[src/rtl/layer_mem_arbiter_pkg.sv]
// Shared constants and types for the layer-memory arbiter.
//   LM_*    : default address/data/select widths and requester count
//   csel_e  : layer-memory select codes; 0 and >5 are illegal targets
//   arb_state_e : round-robin arbiter lock state
//   sel_bad : flags an illegal memory select
package layer_mem_arbiter_pkg;

  localparam int unsigned LM_AW   = 12;
  localparam int unsigned LM_DW   = 20;
  localparam int unsigned LM_SW   = 3;
  localparam int unsigned LM_NREQ = 3;

  typedef enum logic [LM_SW-1:0] {
    CSEL_NONE  = 3'd0,
    CSEL_L0_K0 = 3'd1,
    CSEL_L0_K1 = 3'd2,
    CSEL_L1_K0 = 3'd3,
    CSEL_L1_K1 = 3'd4,
    CSEL_L2    = 3'd5
  } csel_e;

  typedef enum logic {
    ARB_OPEN   = 1'b0,
    ARB_LOCKED = 1'b1
  } arb_state_e;

  // True for a select outside CSEL_L0_K0..CSEL_L2.
  function automatic logic sel_bad(input logic [31:0] sel);
    return (sel == 32'(CSEL_NONE)) || (sel > 32'(CSEL_L2));
  endfunction

endpackage

[src/rtl/layer_mem_arbiter_if.sv]
// Requester side and memory side of the shared layer-memory port.
//   slave  : the arbiter (takes requests and cdata_rd, drives grants and the memory command)
//   master : the layer engines plus the layer memory
interface layer_mem_arbiter_if
  import layer_mem_arbiter_pkg::*;
#(
  parameter int unsigned N_REQ = LM_NREQ,
  parameter int unsigned AW    = LM_AW,
  parameter int unsigned DW    = LM_DW,
  parameter int unsigned SW    = LM_SW
);
  logic [N_REQ-1:0]    req;
  logic [N_REQ-1:0]    req_wr;
  logic [N_REQ-1:0]    req_lock;
  logic [N_REQ*SW-1:0] req_sel;
  logic [N_REQ*AW-1:0] req_addr;
  logic [N_REQ*DW-1:0] req_wdata;
  logic [N_REQ-1:0]    gnt;
  logic [N_REQ-1:0]    rvalid;
  logic [DW-1:0]       rdata;
  logic                err_sel;
  logic                cwr;
  logic [AW-1:0]       caddr_wr;
  logic [DW-1:0]       cdata_wr;
  logic                crd;
  logic [AW-1:0]       caddr_rd;
  logic [DW-1:0]       cdata_rd;
  logic [SW-1:0]       csel;

  modport slave (
    input  req, req_wr, req_lock, req_sel, req_addr, req_wdata, cdata_rd,
    output gnt, rvalid, rdata, err_sel, cwr, caddr_wr, cdata_wr, crd, caddr_rd, csel
  );

  modport master (
    output req, req_wr, req_lock, req_sel, req_addr, req_wdata, cdata_rd,
    input  gnt, rvalid, rdata, err_sel, cwr, caddr_wr, cdata_wr, crd, caddr_rd, csel
  );
endinterface

[src/rtl/layer_mem_arbiter_rr_arbiter.sv]
// N-input round-robin arbiter with grant lock.
//   clk, reset : clock, async active-high reset
//   req        : per-input request
//   lock_req   : hold the grant after this accept
//   gnt_c      : one-hot grant (combinational)
//   idx_c      : index of the granted input (valid when gnt_c != 0)
module rr_arbiter
  import layer_mem_arbiter_pkg::*;
#(
  parameter  int unsigned N  = 3,
  localparam int unsigned PW = (N > 1) ? $clog2(N) : 1
) (
  input  logic          clk,
  input  logic          reset,
  input  logic [N-1:0]  req,
  input  logic [N-1:0]  lock_req,
  output logic [N-1:0]  gnt_c,
  output logic [PW-1:0] idx_c
);

  arb_state_e    state_q, state_d;
  logic [PW-1:0] ptr_q, ptr_d;
  logic [PW-1:0] owner_q, owner_d;
  logic          found;
  int unsigned   cand;

  // State, pointer and owner registers.
  always_ff @(posedge clk or posedge reset) begin
    if (reset) begin
      state_q <= ARB_OPEN;
      ptr_q   <= '0;
      owner_q <= '0;
    end else begin
      state_q <= state_d;
      ptr_q   <= ptr_d;
      owner_q <= owner_d;
    end
  end

  // Grant selection and next state; a grant is only ever given to a requesting input,
  // so found doubles as "accepted this cycle".
  always_comb begin
    gnt_c   = '0;
    idx_c   = '0;
    found   = 1'b0;
    cand    = 0;
    state_d = state_q;
    ptr_d   = ptr_q;
    owner_d = owner_q;

    if (state_q == ARB_LOCKED) begin
      if (req[owner_q]) begin
        gnt_c[owner_q] = 1'b1;
        idx_c          = owner_q;
        found          = 1'b1;
      end else begin
        state_d = ARB_OPEN;
      end
    end else begin
      for (int unsigned k = 0; k < N; k++) begin
        cand = 32'(ptr_q) + k;
        if (cand >= N) cand = cand - N;
        if (!found && req[PW'(cand)]) begin
          found             = 1'b1;
          gnt_c[PW'(cand)]  = 1'b1;
          idx_c             = PW'(cand);
        end
      end
    end

    if (found) begin
      owner_d = idx_c;
      if (lock_req[idx_c]) begin
        state_d = ARB_LOCKED;
      end else begin
        state_d = ARB_OPEN;
        ptr_d   = (32'(idx_c) + 32'd1 == N) ? '0 : PW'(32'(idx_c) + 32'd1);
      end
    end
  end

endmodule

[src/rtl/layer_mem_arbiter.sv]
// Shares one layer-memory port between N_REQ engines with round-robin + lock.
//   clk, reset : clock, async active-high reset
//   bus        : requester handshake (req/gnt/rvalid/rdata/err_sel) and the
//                registered memory command (cwr/crd/caddr_*/cdata_wr/csel, cdata_rd in)
// Accept at t -> command at t+1 -> read data returned with rvalid at t+2.
module layer_mem_arbiter
  import layer_mem_arbiter_pkg::*;
#(
  parameter int unsigned N_REQ = LM_NREQ,
  parameter int unsigned AW    = LM_AW,
  parameter int unsigned DW    = LM_DW,
  parameter int unsigned SW    = LM_SW
) (
  input logic               clk,
  input logic               reset,
  layer_mem_arbiter_if.slave bus
);

  localparam int unsigned PW = (N_REQ > 1) ? $clog2(N_REQ) : 1;

  logic [N_REQ-1:0] gnt_c;
  logic [PW-1:0]    gidx_c;
  logic             accept_c;
  logic             wr_c;
  logic [SW-1:0]    sel_c;
  logic [AW-1:0]    addr_c;
  logic [DW-1:0]    wdata_c;

  logic             cwr_q, crd_q, err_q;
  logic [SW-1:0]    csel_q;
  logic [AW-1:0]    caddr_wr_q, caddr_rd_q;
  logic [DW-1:0]    cdata_wr_q, rdata_q;
  logic [N_REQ-1:0] tag_q, rvalid_q;

  rr_arbiter #(.N(N_REQ)) u_arb (
    .clk      (clk),
    .reset    (reset),
    .req      (bus.req),
    .lock_req (bus.req_lock),
    .gnt_c    (gnt_c),
    .idx_c    (gidx_c)
  );

  // Payload of the granted requester.
  always_comb begin
    accept_c = |(bus.req & gnt_c);
    wr_c     = bus.req_wr[gidx_c];
    sel_c    = bus.req_sel[32'(gidx_c)*SW +: SW];
    addr_c   = bus.req_addr[32'(gidx_c)*AW +: AW];
    wdata_c  = bus.req_wdata[32'(gidx_c)*DW +: DW];
  end

  // Command stage and read-tag pipeline; tag_q marks the issuer of the read in flight.
  always_ff @(posedge clk or posedge reset) begin
    if (reset) begin
      cwr_q      <= 1'b0;
      crd_q      <= 1'b0;
      csel_q     <= '0;
      caddr_wr_q <= '0;
      caddr_rd_q <= '0;
      cdata_wr_q <= '0;
      err_q      <= 1'b0;
      tag_q      <= '0;
      rvalid_q   <= '0;
      rdata_q    <= '0;
    end else begin
      cwr_q    <= accept_c & wr_c;
      crd_q    <= accept_c & ~wr_c;
      tag_q    <= (accept_c && !wr_c) ? gnt_c : '0;
      rvalid_q <= tag_q;
      if (|tag_q) rdata_q <= bus.cdata_rd;
      if (accept_c) begin
        csel_q <= sel_c;
        if (wr_c) begin
          caddr_wr_q <= addr_c;
          cdata_wr_q <= wdata_c;
        end else begin
          caddr_rd_q <= addr_c;
        end
        if (sel_bad(32'(sel_c))) err_q <= 1'b1;
      end
    end
  end

  assign bus.gnt      = gnt_c;
  assign bus.cwr      = cwr_q;
  assign bus.crd      = crd_q;
  assign bus.csel     = csel_q;
  assign bus.caddr_wr = caddr_wr_q;
  assign bus.caddr_rd = caddr_rd_q;
  assign bus.cdata_wr = cdata_wr_q;
  assign bus.err_sel  = err_q;
  assign bus.rvalid   = rvalid_q;
  assign bus.rdata    = rdata_q;

endmodule

[src/flat_wrapper.sv]
// flat-port wrapper written by rule: the top's interface ports become plain ports
module layer_mem_arbiter_flat import layer_mem_arbiter_pkg::*;
#(
  parameter int unsigned N_REQ = LM_NREQ,
  parameter int unsigned AW    = LM_AW,
  parameter int unsigned DW    = LM_DW,
  parameter int unsigned SW    = LM_SW
)
  (clk, reset, bus_req, bus_req_wr, bus_req_lock, bus_req_sel, bus_req_addr, bus_req_wdata, bus_cdata_rd, bus_gnt, bus_rvalid, bus_rdata, bus_err_sel, bus_cwr, bus_caddr_wr, bus_cdata_wr, bus_crd, bus_caddr_rd, bus_csel);
  layer_mem_arbiter_if #(.N_REQ(N_REQ), .AW(AW), .DW(DW), .SW(SW)) bus_i ();
  input logic clk;
  input logic reset;
  input wire logic [$bits(bus_i.req)-1:0] bus_req;
  input wire logic [$bits(bus_i.req_wr)-1:0] bus_req_wr;
  input wire logic [$bits(bus_i.req_lock)-1:0] bus_req_lock;
  input wire logic [$bits(bus_i.req_sel)-1:0] bus_req_sel;
  input wire logic [$bits(bus_i.req_addr)-1:0] bus_req_addr;
  input wire logic [$bits(bus_i.req_wdata)-1:0] bus_req_wdata;
  input wire logic [$bits(bus_i.cdata_rd)-1:0] bus_cdata_rd;
  output wire logic [$bits(bus_i.gnt)-1:0] bus_gnt;
  output wire logic [$bits(bus_i.rvalid)-1:0] bus_rvalid;
  output wire logic [$bits(bus_i.rdata)-1:0] bus_rdata;
  output wire logic [$bits(bus_i.err_sel)-1:0] bus_err_sel;
  output wire logic [$bits(bus_i.cwr)-1:0] bus_cwr;
  output wire logic [$bits(bus_i.caddr_wr)-1:0] bus_caddr_wr;
  output wire logic [$bits(bus_i.cdata_wr)-1:0] bus_cdata_wr;
  output wire logic [$bits(bus_i.crd)-1:0] bus_crd;
  output wire logic [$bits(bus_i.caddr_rd)-1:0] bus_caddr_rd;
  output wire logic [$bits(bus_i.csel)-1:0] bus_csel;
  assign bus_i.req = bus_req;
  assign bus_i.req_wr = bus_req_wr;
  assign bus_i.req_lock = bus_req_lock;
  assign bus_i.req_sel = bus_req_sel;
  assign bus_i.req_addr = bus_req_addr;
  assign bus_i.req_wdata = bus_req_wdata;
  assign bus_i.cdata_rd = bus_cdata_rd;
  assign bus_gnt = bus_i.gnt;
  assign bus_rvalid = bus_i.rvalid;
  assign bus_rdata = bus_i.rdata;
  assign bus_err_sel = bus_i.err_sel;
  assign bus_cwr = bus_i.cwr;
  assign bus_caddr_wr = bus_i.caddr_wr;
  assign bus_cdata_wr = bus_i.cdata_wr;
  assign bus_crd = bus_i.crd;
  assign bus_caddr_rd = bus_i.caddr_rd;
  assign bus_csel = bus_i.csel;
  layer_mem_arbiter #(.N_REQ(N_REQ), .AW(AW), .DW(DW), .SW(SW)) u_core (.clk(clk), .reset(reset), .bus(bus_i));
endmodule
[config.mk]
export PLATFORM = sky130hd
export DESIGN_NAME = layer_mem_arbiter_flat
export DESIGN_NICKNAME = d
export VERILOG_FILES = /design/src/rtl/layer_mem_arbiter_pkg.sv /design/src/rtl/layer_mem_arbiter_if.sv /design/src/rtl/layer_mem_arbiter_rr_arbiter.sv /design/src/rtl/layer_mem_arbiter.sv /design/src/flat_wrapper.sv
export SDC_FILE = /design/constraint.sdc
export NUM_CORES = 1
export LEC_CHECK = 0
export CAP_MARGIN = 10
export CORE_ASPECT_RATIO = 0.7
export CORE_MARGIN = 2
export CORE_UTILIZATION = 44
export DETAILED_ROUTE_END_ITERATION = 8
export GPL_ROUTABILITY_DRIVEN = 0
export HOLD_SLACK_MARGIN = 0.06
export PLACE_DENSITY_LB_ADDON = 0.3
export SLEW_MARGIN = 20
export SYNTH_ARGS = -nofsm -noshare
export SYNTH_HDL_FRONTEND = slang
export SYNTH_SLANG_ARGS = --single-unit
[constraint.sdc]
create_clock -name clk -period 7.18 [get_ports clk]
set_input_delay 0.718 -clock clk [delete_from_list [all_inputs] [get_ports clk]]
set_output_delay 0.718 -clock clk [all_outputs]
set_load 0.03 [all_outputs]
==> results of run 1 <==
==> kinds of logic (layout without fill, tap and decap cells) <==
family / after synthesis / count (layout) / share of synthesized area, %
muxes: 111 / 111 / 28.45
DFF: 81 / 81 / 46.79
and+or+nand+nor: 75 / 75 / 8.377
AOI/OAI and AO/OA: 73 / 73 / 11.35
buffers and inverters: 30 / 241 / 3.871
adders and majority gates: 4 / 4 / 1.155
==> registers in the layout, indices dropped and copies added (netlist names), 2 cells and up <==
name and cells:
u_core.bus.cdata_wr 20, u_core.bus.rdata 20, u_core.bus.caddr_rd 12, u_core.bus.caddr_wr 12
u_core.bus.csel 3, u_core.bus.rvalid 3, u_core.tag_q 3, u_core.u_arb.owner_q 2
u_core.u_arb.ptr_q 2
==> layout make-up <==
class | count | share of cell area, %
Timing Repair Buffer | 216 | 31.46
Multi-Input combinational cell | 263 | 31.33
Sequential cell | 81 | 29.39
Clock buffer | 9 | 3.266
Tap cell | 128 | 2.322
Clock inverter | 6 | 1.669
Inverter | 10 | 0.5624
==> report_power, final <==
group,leakage [nW],internal (mW),total [mW],switching (mW)
Clock,0.162,0.339,0.516,0.176
Sequential,0.973,0.698,0.828,0.130
Combinational,1.80,1.10,2.33,1.23
Total,2.93,2.13,3.67,1.53
==> worst reg2reg max path: stages (launching register included) <==
cell and delay (ps):
dfrtp_1 410, inv_1 120, ha_1 320, mux2_2 400, mux2i_1 350, and4_1 470
nor2_4 70, a311oi_4 390, a21boi_4 600, mux2_2 420
==> worst max path at each step <==
stage               cells past startpoint  slack (ps)                     end
floorplan                               8        3590  u_core.bus.caddr_wr[0]
global placement                        8        3120  u_core.bus.caddr_wr[0]
detailed placement                      8        2960  u_core.bus.cdata_wr[3]
CTS                                     6        3220              bus_gnt[1]
global route                            6        3040              bus_gnt[1]
finish                                  6        3160              bus_gnt[1]
==> stage by stage <==
stage               worst slack, ps  utilization (%)  area (sq um)
finish                         3156            71.49          6897
global route                   3040            71.49          6897
CTS                            3222            71.21          6869
detailed placement             2955            67.68          6529
global placement               3116            67.68          6529
floorplan                      3587                -          4332
==> synthesized netlist by cell type (2+ instances only) <==
library cell | number | area (sq um)
a211oi_1 | 2 | 15.01
a21oi_1 | 8 | 40.04
a31oi_1 | 3 | 18.77
and2_1 | 2 | 12.51
and2_2 | 2 | 15.01
and3b_1 | 3 | 26.28
buf_2 | 4 | 20.02
buf_4 | 3 | 22.52
buf_6 | 3 | 33.78
clkbuf_1 | 9 | 33.78
dfrtp_1 | 81 | 2027
ha_1 | 4 | 50.05
inv_1 | 10 | 37.54
mux2_1 | 9 | 101.4
mux2_2 | 56 | 630.6
mux2_4 | 8 | 120.1
mux2i_1 | 38 | 380.4
nand2_1 | 45 | 168.9
nand3_1 | 2 | 10.01
nand3b_1 | 2 | 15.01
nor2_1 | 4 | 15.01
nor2b_1 | 5 | 31.28
nor3_1 | 3 | 15.01
o211a_1 | 3 | 30.03
o21a_1 | 2 | 15.01
o21ai_0 | 35 | 175.2
o21ai_1 | 2 | 10.01
o32ai_1 | 2 | 17.52
==> layer usage <==
metal	wire [um]	vias to the layer above	part of all wire, %	track usage [%]
met1	4843	1702	41	27.32
met2	5704	162	48	37.98
met4	53	0	0.45	4.702
met3	1228	6	10	7.199
li1	-	1764	-	-
met5	0	-	0	0
==> results.json, run 1 <==
{
  "synth_flop_cell": "dfrtp_1",
  "final_cells": 713,
  "first_global_vias": 3610,
  "powerDensity_nw_per_um2": 532.0,
  "postCtsHoldBufs": 0,
  "drc": 0,
  "initial_core_util_pct": 44.90,
  "die_area_sq_um": 10670,
  "whs_ps": 406.7,
  "leakagePower_nw": 2.931,
  "worst_setup_path_end_kind": "output pin",
  "holdPathStages": 0,
  "cp-start-kind": "input port",
  "firstDrtPassIters": 4,
  "multi_input_area_sq_um": 2161,
  "fin_total_pwr_mw": 3.669,
  "cts_resized": 0,
  "layout-drive-gt1-share_pct": 16.75,
  "synth.distinct_cells": 52,
  "final_cell_mix": "clkdlybuf4s50_1, dfrtp_1, mux2_2",
  "min_path_type": "reg -> reg",
  "async_reset_ff_share_pct": 100.0,
  "grt_usage_pct": 22.08,
  "area_growth_pct": 59.21,
  "routedWlPerCell_um": 16.59,
  "first_iter_violations": 75,
  "hold_start": "u_core.tag_q[0]",
  "grt_pass1_wl_um": 18300,
  "crit_required_ps": 6460,
  "finalClockSkew_ps": 7.435,
  "core_area_sq_um": 9647,
  "worst_pin_slew_ps": 846.6,
  "worstReg2RegStart": "u_core.u_arb.ptr_q[1]",
  "final_common_cell": "clkdlybuf4s50_1",
  "synth-edff-count": 0,
  "reg2reg_setup_slack_ps": 3510,
  "slew_violations": 0,
  "die_x_um": 122.6,
  "r2r_cells": 9,
  "crit_slowest_cell": "clkdlybuf4s50_1",
  "insertion_delay_ps": 320,
  "clockRootBuffer": "clkbuf_16",
  "vias_per_cell": 5.097,
  "synth_fp_nets": 514,
  "fillers": 671,
  "rows": 30,
  "vias": 3634,
  "place.detailed.hpwl_um": 9032,
  "rr_endpoint": "u_core.bus.caddr_rd[7]",
  "setup_viol": 0,
  "synth.avg_cell_area_sq_um": 11.58,
  "num_io_pins": 212,
  "tritoncts": "built",
  "ys_ff_latch": 81,
  "fin_crit_ps": 4024,
  "cp_max_fo": 9,
  "diodes": 0,
  "ys_warn_count": 0,
  "chipHeight_um": 87.02,
  "nets": 721,
  "post_cts_buffers": 0,
  "yosysSeqAreaShare_pct": 46.79,
  "grt_max_degree": 70,
  "cp_num_buf_inv": 2,
  "cpMostUsedCell": "clkdlybuf4s50_1",
  "syn_inst": 374,
  "synth.cell_area_sq_um": 4332,
  "cp-startpoint": "bus_req[2]",
  "clkTransAtPathRegs_ps": 60,
  "cts_sinks": 81,
  "wl_um": 11830,
  "cpLargestDelayFamily": "buffers and inverters",
  "rsz0062_at_grt": "no",
  "crit_path_cell_trace": "clkdlybuf4s50_1, nor2b_1, a31oi_1, a31oi_2, o21bai_1, clkdlybuf4s50_1",
  "port_buffers": 211,
  "clock_path_buffers": 2,
  "slowest_delay_ps": 740,
  "fin_crit_sh_pct": 56.04,
  "cts_htree_levels": 3,
  "seq_area_sq_um": 2027,
  "antenna_found_initial": 0,
  "finalHoldViolCount": 0,
  "grt_overflow_total": 0,
  "drv_cap": 0,
  "dp.cells": 697,
  "relSlewSlack_pct": 43.38,
  "hold_end": "u_core.bus.rvalid[0]",
  "worstSetupPathType": "in -> out",
  "ir_worst_vdd_uv": 294.9,
  "finalSetupTns_ps": 0,
  "status": "completed",
  "cts_buffers": 9,
  "fmax_mhz": 248.5,
  "antenna_left": 0,
  "critPathArrivalTime_ps": 3310
}
No activity file was read; power rests on OpenSTA's default activity.
==> inputs of run 2 (changes only) <==
--- a/config.mk
+++ b/config.mk
@@ -8,7 +8,7 @@
 export CAP_MARGIN = 10
 export CORE_ASPECT_RATIO = 0.7
 export CORE_MARGIN = 2
-export CORE_UTILIZATION = 44
+export CORE_UTILIZATION = 37
 export DETAILED_ROUTE_END_ITERATION = 8
 export GPL_ROUTABILITY_DRIVEN = 0
 export HOLD_SLACK_MARGIN = 0.06
==> constraint.sdc (replaced) <==
create_clock -name clk -period 3.3 [get_ports clk]
set_input_delay 0.33 -clock clk [delete_from_list [all_inputs] [get_ports clk]]
set_output_delay 0.33 -clock clk [all_outputs]
set_load 0.03 [all_outputs]
==> results.json, run 2 (synthesis gave the netlist of run 1 again) <==
{
  "core_area_sq_um": 11560,
  "grt_max_degree": 70,
  "clkTransAtPathRegs_ps": 60,
  "worstSetupPathType": "reg -> reg",
  "wl_met1_um": 4958,
  "rsz0062_at_grt": "no",
  "final_common_cell": "clkdlybuf4s50_1",
  "dp.cells": 740,
  "vias": 3683,
  "cts_resized": 3,
  "grt_overflow_total": 0,
  "first_global_vias": 3640,
  "crit_slowest_cell": "dfrtp_1",
  "setup_viol": 0,
  "final_cell_mix": "clkdlybuf4s50_1, dfrtp_1, mux2_2",
  "post_cts_buffers": 0,
  "die_x_um": 133.3,
  "min_path_type": "in -> async",
  "firstDrtPassIters": 7,
  "die_area_sq_um": 12600,
  "crit_required_ps": 3510,
  "routedWlPerCell_um": 15.57,
  "fin_crit_sh_pct": 94.23,
  "powerDensity_nw_per_um2": 1138,
  "status": "completed",
  "worst_setup_path_end_kind": "flop",
  "crit_path_cell_trace": "inv_1, ha_2, mux2_2, mux2_4, and4_1, buf_4, nor2_4, a311oi_4, buf_4, a21oi_4, buf_12, mux2_2",
  "clock_path_buffers": 2,
  "fillers": 935,
  "cts_sinks": 81,
  "grt_usage_pct": 18.82,
  "layout-drive-gt1-share_pct": 19.37,
  "worst_pin_slew_ps": 627.4,
  "final_cells": 756,
  "cp_max_fo": 33,
  "port_buffers": 211,
  "first_iter_violations": 157,
  "fmax_mhz": 321.6,
  "clockRootBuffer": "clkbuf_16",
  "area_growth_pct": 62.22,
  "rows": 33,
  "cp-start-kind": "flop",
  "route.met2.wl_um": 5415,
  "relSlewSlack_pct": 58.13,
  "multi_input_area_sq_um": 2178,
  "postCtsHoldBufs": 0,
  "insertion_delay_ps": 330,
  "antenna_left": 0,
  "place.detailed.hpwl_um": 9100,
  "chipHeight_um": 94.53,
  "finalClockSkew_ps": 5.717,
  "diodes": 0,
  "utilization_pct": 60.78,
  "dr.max_layer_used": "met4",
  "grt_pass1_wl_um": 18600,
  "leakagePower_nw": 2.987,
  "critPathArrivalTime_ps": 3320,
  "finalSetupTns_ps": 0,
  "drc": 0,
  "drv_cap": 0,
  "wl_um": 11770,
  "slowest_delay_ps": 410,
  "initial_core_util_pct": 37.47,
  "tritoncts": "built",
  "seq_area_sq_um": 2027,
  "cts_buffers": 9,
  "ir_worst_vdd_uv": 601.6,
  "vias_per_cell": 4.872,
  "cts_htree_levels": 3,
  "met3_length_um": 1271,
  "fin_crit_ps": 3110,
  "antenna_found_initial": 0,
  "nets": 734,
  "num_io_pins": 212,
  "finalHoldViolCount": 0,
  "slew_violations": 0
}
run 2: cell count changes in the layout (fill, tap and decap cells not counted), sizes merged:
cell           change
clkinv             +1
dlygate4sd2        +3
inv                -1
clkbuf             +2
clkdlybuf4s50      -3
buf               +13
clkinvlp           +1
bufinv             -2
run 2: path summary, 6_finish.rpt:
| check | startpoint | to | slack [ps] | depth (start not counted) |
|---|---|---|---|---|
| setup / recovery | u_core.u_arb.ptr_q[0] | u_core.bus.caddr_wr[10] | 190 | 12 |
| hold / removal | reset | u_core.bus.caddr_rd[9] | 390 | 2 |
| setup reg to reg | u_core.u_arb.ptr_q[0] | u_core.bus.caddr_wr[10] | 190 | 12 |
| hold reg to reg | u_core.tag_q[0] | u_core.bus.rvalid[0] | 390 | 0 |
| max in group asynchronous | reset | u_core.bus.rdata[15] | 2140 | 3 |
| min in group clk | u_core.tag_q[0] | u_core.bus.rvalid[0] | 390 | 0 |
run 2: power by group:
group          internal, mW  switching, mW
Clock                 0.604          0.381
Combinational          2.52           2.69
Sequential             1.52          0.279
Total                  4.64           3.35
run 2: layout make-up:
type / instances / area share, %
Inverter: 10 / 0.5520
Sequential cell: 81 / 28.85
Clock inverter: 5 / 0.7835
Timing Repair Buffer: 229 / 32.57
Tap cell: 157 / 2.796
Multi-Input combinational cell: 263 / 31.00
Clock buffer: 11 / 3.454
run 2: critical path, delay by kind of cell, from the launching register on:
family,cells,cell delay [ps]
simple gates,2,380
fa+ha+maj,1,250
flops,1,410
compound gates,2,240
buf+inv,4,680
mux,3,1000
run 2: per-layer routing:
metal | vias to the layer above | track usage, %
li1 | 1778 | -
met1 | 1726 | 23.27
met2 | 168 | 30.71
met3 | 11 | 8.052
met4 | 0 | 4.610
met5 | - | 0
run 2: through the flow:
step	area [sq um]	hold slack, ps	setup slack [ps]	power, mW
2_1_floorplan	4340	354.5	69.13	5.215
3_3_place_gp	6716	379.7	198.2	6.962
3_5_place_dp	6716	381.8	102.4	7.064
4_1_cts	7010	393.4	108.5	8.058
5_1_grt	7027	399.0	27.00	8.502
6_report	7027	388.8	190.5	7.999
==> inputs of run 3 (changes only) <==
--- a/config.mk
+++ b/config.mk
@@ -11,7 +11,7 @@
 export CORE_UTILIZATION = 37
 export DETAILED_ROUTE_END_ITERATION = 8
 export GPL_ROUTABILITY_DRIVEN = 0
-export HOLD_SLACK_MARGIN = 0.06
+export HOLD_SLACK_MARGIN = 0.1
 export PLACE_DENSITY_LB_ADDON = 0.3
 export SLEW_MARGIN = 20
 export SYNTH_ARGS = -nofsm -noshare
==> results of run 3 <==
Same layout as run 2: the final DEF is identical, and so are final timing and power.
